### src/rtl/dst_axis_pack_if.sv
// Valid/ready stream bundle shared by the dst input side and the AXI4-Stream
// output side of dst_axis_pack. The producer of the beat uses the master
// modport and the consumer uses the slave modport.
interface dst_axis_pack_if #(
    parameter int W = 64
);
    logic         valid;
    logic         ready;
    logic [W-1:0] data;
    logic         last;

    // Beat producer: drives payload and valid, observes back-pressure
    modport master (
        output valid,
        output data,
        output last,
        input  ready
    );

    // Beat consumer: observes payload and valid, drives back-pressure
    modport slave (
        input  valid,
        input  data,
        input  last,
        output ready
    );
endinterface

### src/rtl/dst_axis_pack.sv
// Downstream packer: takes the core's dst stream (two fp32 lanes per beat),
// buffers it in a DEPTH-entry first-word-fall-through FIFO and presents it as
// a 64-bit AXI4-Stream master toward the DMA S2MM port. The frame boundary
// (tlast) is the OR of the producer's marker and a beat counter compared to
// the programmed frame length; any disagreement raises a sticky error flag.
module dst_axis_pack #(
    parameter int DEPTH = 16,
    parameter int LEN_W = 12
) (
    input  logic               clk,
    input  logic               rst,
    input  logic               clr_i,
    input  logic [LEN_W-1:0]   len_i,
    dst_axis_pack_if.slave     dst_s,
    dst_axis_pack_if.master    m_axis,
    output logic               frame_done_o,
    output logic               len_err_o
);

    localparam int AW = (DEPTH > 1) ? $clog2(DEPTH) : 1;
    localparam int OW = AW + 1;
    localparam logic [OW-1:0]    OCC_FULL = OW'(DEPTH);
    localparam logic [LEN_W-1:0] LEN_ONE  = LEN_W'(1);

    // Each entry holds {last, lane1, lane0}
    localparam int EW = 65;

    // Storage array; no reset, emptiness is tracked by the occupancy count
    logic [EW-1:0]    mem [DEPTH];

    logic [AW-1:0]    wr_ptr_q, wr_ptr_d;
    logic [AW-1:0]    rd_ptr_q, rd_ptr_d;
    logic [OW-1:0]    occ_q,    occ_d;
    logic [LEN_W-1:0] cnt_q,    cnt_d;
    logic             len_err_q, len_err_d;
    logic             frame_done_q, frame_done_d;

    logic             push;
    logic             pop;
    logic             fifo_full;
    logic             fifo_empty;
    logic [EW-1:0]    head;
    logic             head_last;
    logic             len_en;
    logic             bnd;
    logic             out_valid;
    logic             out_last;
    logic [63:0]      out_data;

    // Status flags come from registered occupancy only, so dst_ready never
    // sees m_axis_tready and no dst_* -> m_axis_* combinational path exists
    always_comb begin
        fifo_full  = (occ_q == OCC_FULL);
        fifo_empty = (occ_q == '0);
    end

    // Handshake qualifiers
    always_comb begin
        push = dst_s.valid & ~fifo_full;
        pop  = ~fifo_empty & m_axis.ready;
    end

    // Write the incoming beat at the write pointer; a flush cycle drops it
    always_ff @(posedge clk) begin
        if (push && !clr_i) begin
            mem[wr_ptr_q] <= {dst_s.last, dst_s.data[63:32], dst_s.data[31:0]};
        end
    end

    // Head entry read straight from storage (first-word-fall-through)
    always_comb begin
        head      = mem[rd_ptr_q];
        head_last = head[EW-1];
    end

    // Frame-length boundary: the beat at position len-1 of the current frame
    always_comb begin
        len_en = (len_i != '0);
        bnd    = len_en & (cnt_q == (len_i - LEN_ONE));
    end

    // Output beat; payload forced to zero while empty so nothing stale leaks
    always_comb begin
        out_valid = ~fifo_empty;
        out_last  = out_valid & (head_last | bnd);
        out_data  = out_valid ? head[63:0] : 64'd0;
    end

    // Next-state for pointers, occupancy, beat counter and status flags;
    // a flush overrides any push or pop in the same cycle
    always_comb begin
        wr_ptr_d     = wr_ptr_q;
        rd_ptr_d     = rd_ptr_q;
        occ_d        = occ_q;
        cnt_d        = cnt_q;
        len_err_d    = len_err_q;
        frame_done_d = 1'b0;

        if (clr_i) begin
            wr_ptr_d     = '0;
            rd_ptr_d     = '0;
            occ_d        = '0;
            cnt_d        = '0;
            len_err_d    = 1'b0;
            frame_done_d = 1'b0;
        end else begin
            // DEPTH is a power of two, so pointer overflow is the wrap
            if (push) begin
                wr_ptr_d = wr_ptr_q + 1'b1;
            end
            if (pop) begin
                rd_ptr_d = rd_ptr_q + 1'b1;
            end

            unique case ({push, pop})
                2'b10:   occ_d = occ_q + 1'b1;
                2'b01:   occ_d = occ_q - 1'b1;
                default: occ_d = occ_q;
            endcase

            if (pop) begin
                // Counter restarts after every emitted frame end; with
                // len=0 it only restarts on producer markers and may wrap
                cnt_d        = out_last ? '0 : (cnt_q + 1'b1);
                frame_done_d = out_last;
                if (len_en && (head_last != bnd)) begin
                    len_err_d = 1'b1;
                end
            end
        end
    end

    // State registers with asynchronous reset
    always_ff @(posedge clk or posedge rst) begin
        if (rst) begin
            wr_ptr_q     <= '0;
            rd_ptr_q     <= '0;
            occ_q        <= '0;
            cnt_q        <= '0;
            len_err_q    <= 1'b0;
            frame_done_q <= 1'b0;
        end else begin
            wr_ptr_q     <= wr_ptr_d;
            rd_ptr_q     <= rd_ptr_d;
            occ_q        <= occ_d;
            cnt_q        <= cnt_d;
            len_err_q    <= len_err_d;
            frame_done_q <= frame_done_d;
        end
    end

    // Drive the two stream interfaces and the status outputs
    always_comb begin
        dst_s.ready   = ~fifo_full;
        m_axis.valid  = out_valid;
        m_axis.last   = out_last;
        m_axis.data   = out_data;
        frame_done_o  = frame_done_q;
        len_err_o     = len_err_q;
    end

endmodule

### src/flat_wrapper.sv
// flat-port wrapper written by rule: the top's interface ports become plain ports
module dst_axis_pack_flat 
#(
    parameter int DEPTH = 16,
    parameter int LEN_W = 12
)
  (clk, rst, clr_i, len_i, frame_done_o, len_err_o, dst_s_valid, dst_s_data, dst_s_last, dst_s_ready, m_axis_valid, m_axis_data, m_axis_last, m_axis_ready);
  dst_axis_pack_if #(.W(64)) dst_s_i ();
  dst_axis_pack_if #(.W(64)) m_axis_i ();
  input  logic clk;
  input  logic rst;
  input  logic clr_i;
  input  logic [LEN_W-1:0] len_i;
  output logic frame_done_o;
  output logic len_err_o;
  input wire logic [$bits(dst_s_i.valid)-1:0] dst_s_valid;
  input wire logic [$bits(dst_s_i.data)-1:0] dst_s_data;
  input wire logic [$bits(dst_s_i.last)-1:0] dst_s_last;
  output wire logic [$bits(dst_s_i.ready)-1:0] dst_s_ready;
  output wire logic [$bits(m_axis_i.valid)-1:0] m_axis_valid;
  output wire logic [$bits(m_axis_i.data)-1:0] m_axis_data;
  output wire logic [$bits(m_axis_i.last)-1:0] m_axis_last;
  input wire logic [$bits(m_axis_i.ready)-1:0] m_axis_ready;
  assign dst_s_i.valid = dst_s_valid;
  assign dst_s_i.data = dst_s_data;
  assign dst_s_i.last = dst_s_last;
  assign dst_s_ready = dst_s_i.ready;
  assign m_axis_valid = m_axis_i.valid;
  assign m_axis_data = m_axis_i.data;
  assign m_axis_last = m_axis_i.last;
  assign m_axis_i.ready = m_axis_ready;
  dst_axis_pack #(.DEPTH(DEPTH), .LEN_W(LEN_W)) u_core (.clk(clk), .rst(rst), .clr_i(clr_i), .len_i(len_i), .dst_s(dst_s_i), .m_axis(m_axis_i), .frame_done_o(frame_done_o), .len_err_o(len_err_o));
endmodule
### config.mk
export PLATFORM = sky130hd
export DESIGN_NAME = dst_axis_pack_flat
export DESIGN_NICKNAME = d
export VERILOG_FILES = /design/src/rtl/dst_axis_pack_if.sv /design/src/rtl/dst_axis_pack.sv /design/src/flat_wrapper.sv
export SDC_FILE = /design/constraint.sdc
export NUM_CORES = 1
export LEC_CHECK = 0
export ABC_AREA = 1
export BUFFER_PORTS_ARGS = -buffer_cell sky130_fd_sc_hd__clkbuf_2
export CAP_MARGIN = 20
export CORE_MARGIN = 2
export CORE_UTILIZATION = 50
export DETAILED_ROUTE_END_ITERATION = 8
export GPL_ROUTABILITY_DRIVEN = 0
export PLACE_DENSITY = 0.67
export SYNTH_ARGS = -nofsm -noshare
export SYNTH_HDL_FRONTEND = slang
export SYNTH_SLANG_ARGS = --single-unit
### constraint.sdc
create_clock -name clk -period 17.85 [get_ports clk]
set_clock_uncertainty 0.05 [all_clocks]
set_input_delay 0.8925 -clock clk [delete_from_list [all_inputs] [get_ports clk]]
set_output_delay 0.8925 -clock clk [all_outputs]
set_load 0.05 [all_outputs]
After elaboration in Yosys (flattened, before gate mapping) --
Memory sizes are Yosys's and may differ from the RTL's. Index checks and enable logic that the tools add are counted.
Word-level totals: memories kept 1, output and inout bits 69, register bits 27, memory bits (writable) 1040, bits of input ports 82, word-level logic and storage cells 52
Memories:
- u_core.mem | words 16, bits a word 65, read ports 1, clocked after memory_dff 0, wr ports 1, line dst_axis_pack.sv:29 | logic [EW-1:0] mem [DEPTH];
Operators by class: multiplexer cells 17, add/subtract/negate cells 6, reductions and logical operators 10, bitwise gates (word level) 7, equal/unequal tests 5
Operators with widths (number):
- 64-bit 2-to-1 mux | 1
- 12-bit 2-to-1 mux | 3
- 4-bit 2-to-1 mux | 4
- 12-bit by 1-bit adder with 12-bit output, second input constant | 1
- 12-bit == test | 1
- 12-bit nonzero test | 1
- 12-bit by 1-bit subtractor with 12-bit output, second input constant | 1
- 5-bit case mux with 2 select lines | 1
- 4-bit by 1-bit adder with 4-bit output, second input constant | 2
- 1-bit 2-to-1 mux | 7
- 2-bit nonzero test | 3
- 5-bit by 1-bit adder with 5-bit output, second input constant | 1
- 5-bit == test, second input constant | 1
- 5-bit logical NOT | 1
- 5-bit 2-to-1 mux | 1
- 5-bit by 1-bit subtractor with 5-bit output, second input constant | 1
- 1-bit bitwise AND | 4
- 3-bit nonzero test | 1
- 2-bit by 1-bit == test with 1-bit output, second input constant | 1
- 2-bit == test, second input constant | 1
- 1-bit logical AND | 2
- 1-bit NOT | 2
- 2-bit AND reduction | 1
- 1-bit logical NOT | 1
- other kinds (2) | 2

Logic depth before layout (Yosys ltp) --
word-level depth 8, mapped depth 19, gate-level depth less buffers 19

Worst setup path after synthesis --
OpenSTA, ideal clock, no wires.
kind register -> register, from reg u_core.occ_q[1], to mem u_core.mem[10][0] (enable), path slack 11.367 ns, clock period less this slack 6.483 ns, setup time 0.568 ns, data arrival time 5.865 ns, data required time 17.232 ns, buffers on the path 0, stages on the path, launching flop included 7, cells stage by stage dfrtp_1 inv_1 nand4_1 nand2_1 nor2_1 inv_1 nor3_1
On the way: word-level cells in the longest chain between the ends 6
RTL lines:
- from (decl) | line dst_axis_pack.sv:33 | logic [OW-1:0] occ_q, occ_d;
- from (signal assigned) | line dst_axis_pack.sv:138 | occ_q <= '0;
- from (signal assigned) | line dst_axis_pack.sv:145 | occ_q <= occ_d;
- 5-bit == test | line dst_axis_pack.sv:53 | fifo_full = (occ_q == OCC_FULL);
- 1-bit NOT
- via dst_s_ready | line flat_wrapper.sv:19 | output wire logic [$bits(dst_s_i.ready)-1:0] dst_s_ready;
- 1-bit bitwise AND | line dst_axis_pack.sv:59 | push = dst_s.valid & ~fifo_full;
- 1-bit logical AND | line dst_axis_pack.sv:65 | if (push && !clr_i) begin
- 1-bit 2-to-1 mux | line dst_axis_pack.sv:65
- 1-bit 2-to-1 mux (not written as such) | line dst_axis_pack.sv:66 | mem[wr_ptr_q] <= {dst_s.last, dst_s.data[63:32], dst_s.data[31:0]};
- to (decl) | line dst_axis_pack.sv:29
The timed path passes the listed nets, and every way through them passes these cells.

Worst setup path after layout --
from reg u_core.rd_ptr_q[0], to out m_axis_data[2]
On the way: word-level cells in the longest chain between the ends 2
RTL lines:
- from (decl) | line dst_axis_pack.sv:32 | logic [AW-1:0] rd_ptr_q, rd_ptr_d;
- from (signal assigned) | line dst_axis_pack.sv:144 | rd_ptr_q <= rd_ptr_d;
- memory read 16 x 65 bit
- 64-bit 2-to-1 mux | line dst_axis_pack.sv:86 | out_data = out_valid ? head[63:0] : 64'd0;
- to (decl) | line flat_wrapper.sv:21 | output wire logic [$bits(m_axis_i.data)-1:0] m_axis_data;
No other way between the ends.

==> impl_results.md <==
* Top Ports at 151
* Sw power at 2.53 mW
* Syn_area_per_cell at 12.4 um2
* Max Fclk at 185 MHz
* CP arrival at 4.45 ns
* Fraction of layout cells with a size suffix above 1 at 10.3%
* DRC violations left at 0
* Max VDD drop at 0.000163 V
* CP Capture Type: output pin
* Slew Limit Fails at 0
* R2R setup slack at 13.84 ns
* Sequential share of power at 40.0%
* Syn Nets at 3550
* Final instance area at 48200 um2
* Post-synthesis register bit count at 1067
* Vias in the first global route at 26622
* Max Cap Viol at 0
* Yosys top cell area share at 72.6%
* Maximum root-to-sink buffer count at 3
* CTS Root Cell: clkbuf_16
* Seq/Total Area, Yosys at 74.2%
* Post-CTS Resized at 0
* Chip Height at 297 um
* Fin crit share at 30.2%
* Internal cell power at 4.52 mW
* Clk pwr share at 31.2%
* Global route overflow at 0
* Largest net degree at the start of global routing at 227
* PortBufs at 150
* DP Area at 44700 um2
* Yosys cell types at 28
* Final ANT Viol Nets at 0
* Fin nets at 3636
* Core area at 85300 um2
* Sw Ratio at 35.9%
* Leading area contributor after synthesis: edfxtp_1
* Slew headroom at 16.2%
* Post-Synthesis Cell Area at 43000 um2
* TritonCTS Buffers at 107
* CP max FO at 95
* Commonest cells in the netlist: edfxtp_1, nor2_1, o21ai_0, nand3_1, o211ai_1
* Initial drt markers at 2931
* RSZ-0062 raised after global routing: no
* Crit path max-delay family: buffers and inverters
* Final wirelength at 106 mm
* Drt via density at 5.74
* Gr usage total at 23.7%
* Initial antenna violation count at 11
* Type of origin of the critical path: register
* First-pass GRT wire length at 160 mm
* Die Wd at 297 um
* Drt first pass iters at 7
* WP buf/inv at 3
* Starting Density at 50.4%
* Synth warn at 0
* Setup violators final at 0
* Async set or reset register ratio after synthesis at 2.53%
* Post-synth EDFFs at 1040
* Worst path slowest cell: buf_4
* Final Util at 56.5%
* Gate power share at 28.8%
* DR vias at 27426
* Detailed placement HPWL at 49.8 mm
* Synth top area cells: edfxtp_1, nor2_1, o21ai_0, o211ai_1, nand3_1
* Clock transition at path regs at 0.06 ns
* Clock sink count at 1067
* Site Rows at 107
* Final hold vios at 0
* Status: completed
* Crit path largest cell delay at 0.88 ns
* Setup Buffers After CTS at 0
* P_leak at 16.1 nW
* Setup TNS at 0 ns
* CTS Hold Buffers Added at 0
* Critical Path RT at 16.91 ns
* Most used flip-flop cell after synthesis: edfxtp_1
* Crit path cell chain: buf_4, buf_4, nor2_1, nor2_1, o21ai_0, o211ai_1, nand3_1, a21oi_1, clkbuf_2
* Post-Syn Instances at 3456
* Die Area at 88400 um2
* Drt wl/cell at 22.2 um
* Area Growth Syn to Fin at 12.1%
* Setup CP Type: register to output pin
* Worst-margin pin slew at 1.26 ns
* H-Tree Depth at 3
* Worst skew pair latency at 0.66 ns
* CTS tree: done
* Count leader, synth: edfxtp_1
* Post-route minimum period at 5.39 ns
* PwrDens at 146 nW/um2
* Worst hold path type: input port to async pin
-- layout make-up --
| type | count | area (um2) |
|---|---|---|
| Timing Repair Buffer | 200 | 1180 |
| Tap cell | 1144 | 1430 |
| Inverter | 87 | 343 |
| Antenna cell | 6 | 15.0 |
| Clock buffer | 137 | 2870 |
| Multi-Input combinational cell | 2079 | 9880 |
| Fill cell | 6793 | 37100 |
| Clock inverter | 59 | 573 |
| Sequential cell | 1067 | 31900 |
-- kinds of logic after synthesis --
family          share of synthesized area [%]
fa+ha+maj                               0.366
xor+xnor                                0.204
compound gates                           10.8
flops                                    74.2
buf+inv                                  3.07
simple gates                             11.4
-- cell usage in the layout (no fill, tap or decap), drive strengths merged --
| cell type | synthesis | routed |
|---|---|---|
| a21oi | 104 | 104 |
| a22oi | 1 | 1 |
| buf | 100 | 50 |
| bufinv | 0 | 10 |
| clkbuf | 123 | 287 |
| clkinv | 0 | 47 |
| clkinvlp | 0 | 2 |
| dfrtp | 27 | 27 |
| diode | 0 | 6 |
| edfxtp | 1040 | 1040 |
| fa | 1 | 1 |
| ha | 11 | 11 |
| inv | 87 | 87 |
| nand2 | 160 | 160 |
| nand3 | 195 | 195 |
| nand3b | 4 | 4 |
| nand4 | 3 | 3 |
| nor2 | 843 | 843 |
| nor3 | 17 | 17 |
| nor3b | 1 | 1 |
| o211ai | 192 | 192 |
| o21a | 2 | 2 |
| o21ai | 532 | 532 |
| o21bai | 1 | 1 |
| or2 | 2 | 2 |
| xnor2 | 3 | 3 |
| xor2 | 7 | 7 |
-- registers in the layout, indices dropped and copies added (netlist names) --
name and count:
u_core.frame_done_o 1, u_core.cnt_q 12, u_core.mem 1040, u_core.rd_ptr_q 4, u_core.wr_ptr_q 4, u_core.occ_q 5
u_core.len_err_o 1
-- metal layers --
metal  track usage (%)  vias up  routed length (um)
li1                  -    12688                   -
met1              32.0    13580               44400
met2              39.0      937               51300
met3              4.31      211                7170
met4              8.38       10                3150
met5                 0        -                  57
-- power groups by stage --
| stage | sequential [mW] | combinational, mW | clock, mW |
|---|---|---|---|
| floorplan | 2.86 | 1.49 | 0 |
| global placement | 2.87 | 2.02 | 0 |
| detailed placement | 2.87 | 2.03 | 0 |
| CTS | 2.82 | 2.04 | 2.23 |
| global route | 2.82 | 2.21 | 2.33 |
| finish | 2.82 | 2.03 | 2.20 |
-- tightest hold or removal path, cell delays in order --
cell and delay, ns:
clkbuf_2 0.08, inv_1 0.05, buf_4 0.33
-- path summary, 6_finish.rpt --
path,start,endpoint,depth (start not counted)
setup / recovery,u_core.rd_ptr_q[0]$_DFFE_PP0P_,m_axis_data[2],9
hold / removal,rst,u_core.frame_done_o$_DFF_PP0_,3
setup reg to reg,u_core.rd_ptr_q[0]$_DFFE_PP0P_,u_core.cnt_q[3]$_DFFE_PP0P_,14
hold reg to reg,u_core.len_err_o$_DFFE_PP0P_,u_core.len_err_o$_DFFE_PP0P_,2
max in group asynchronous,rst,u_core.rd_ptr_q[3]$_DFFE_PP0P_,3
min in group clk,u_core.len_err_o$_DFFE_PP0P_,u_core.len_err_o$_DFFE_PP0P_,2
-- through the flow --
step / power, mW / hold WS [ns] / setup slack, ns / cells
3_5_place_dp: 4.90 / 0.454 / 13.07 / 4576
3_3_place_gp: 4.89 / 0.447 / 13.08 / 4575
5_1_grt: 7.37 / 0.242 / 12.21 / 4778
2_1_floorplan: 4.36 / 0.421 / 11.37 / 3456
6_report: 7.05 / 0.238 / 12.46 / 4779
4_1_cts: 7.08 / 0.215 / 12.34 / 4772
Power figures use the tool's default switching activity.
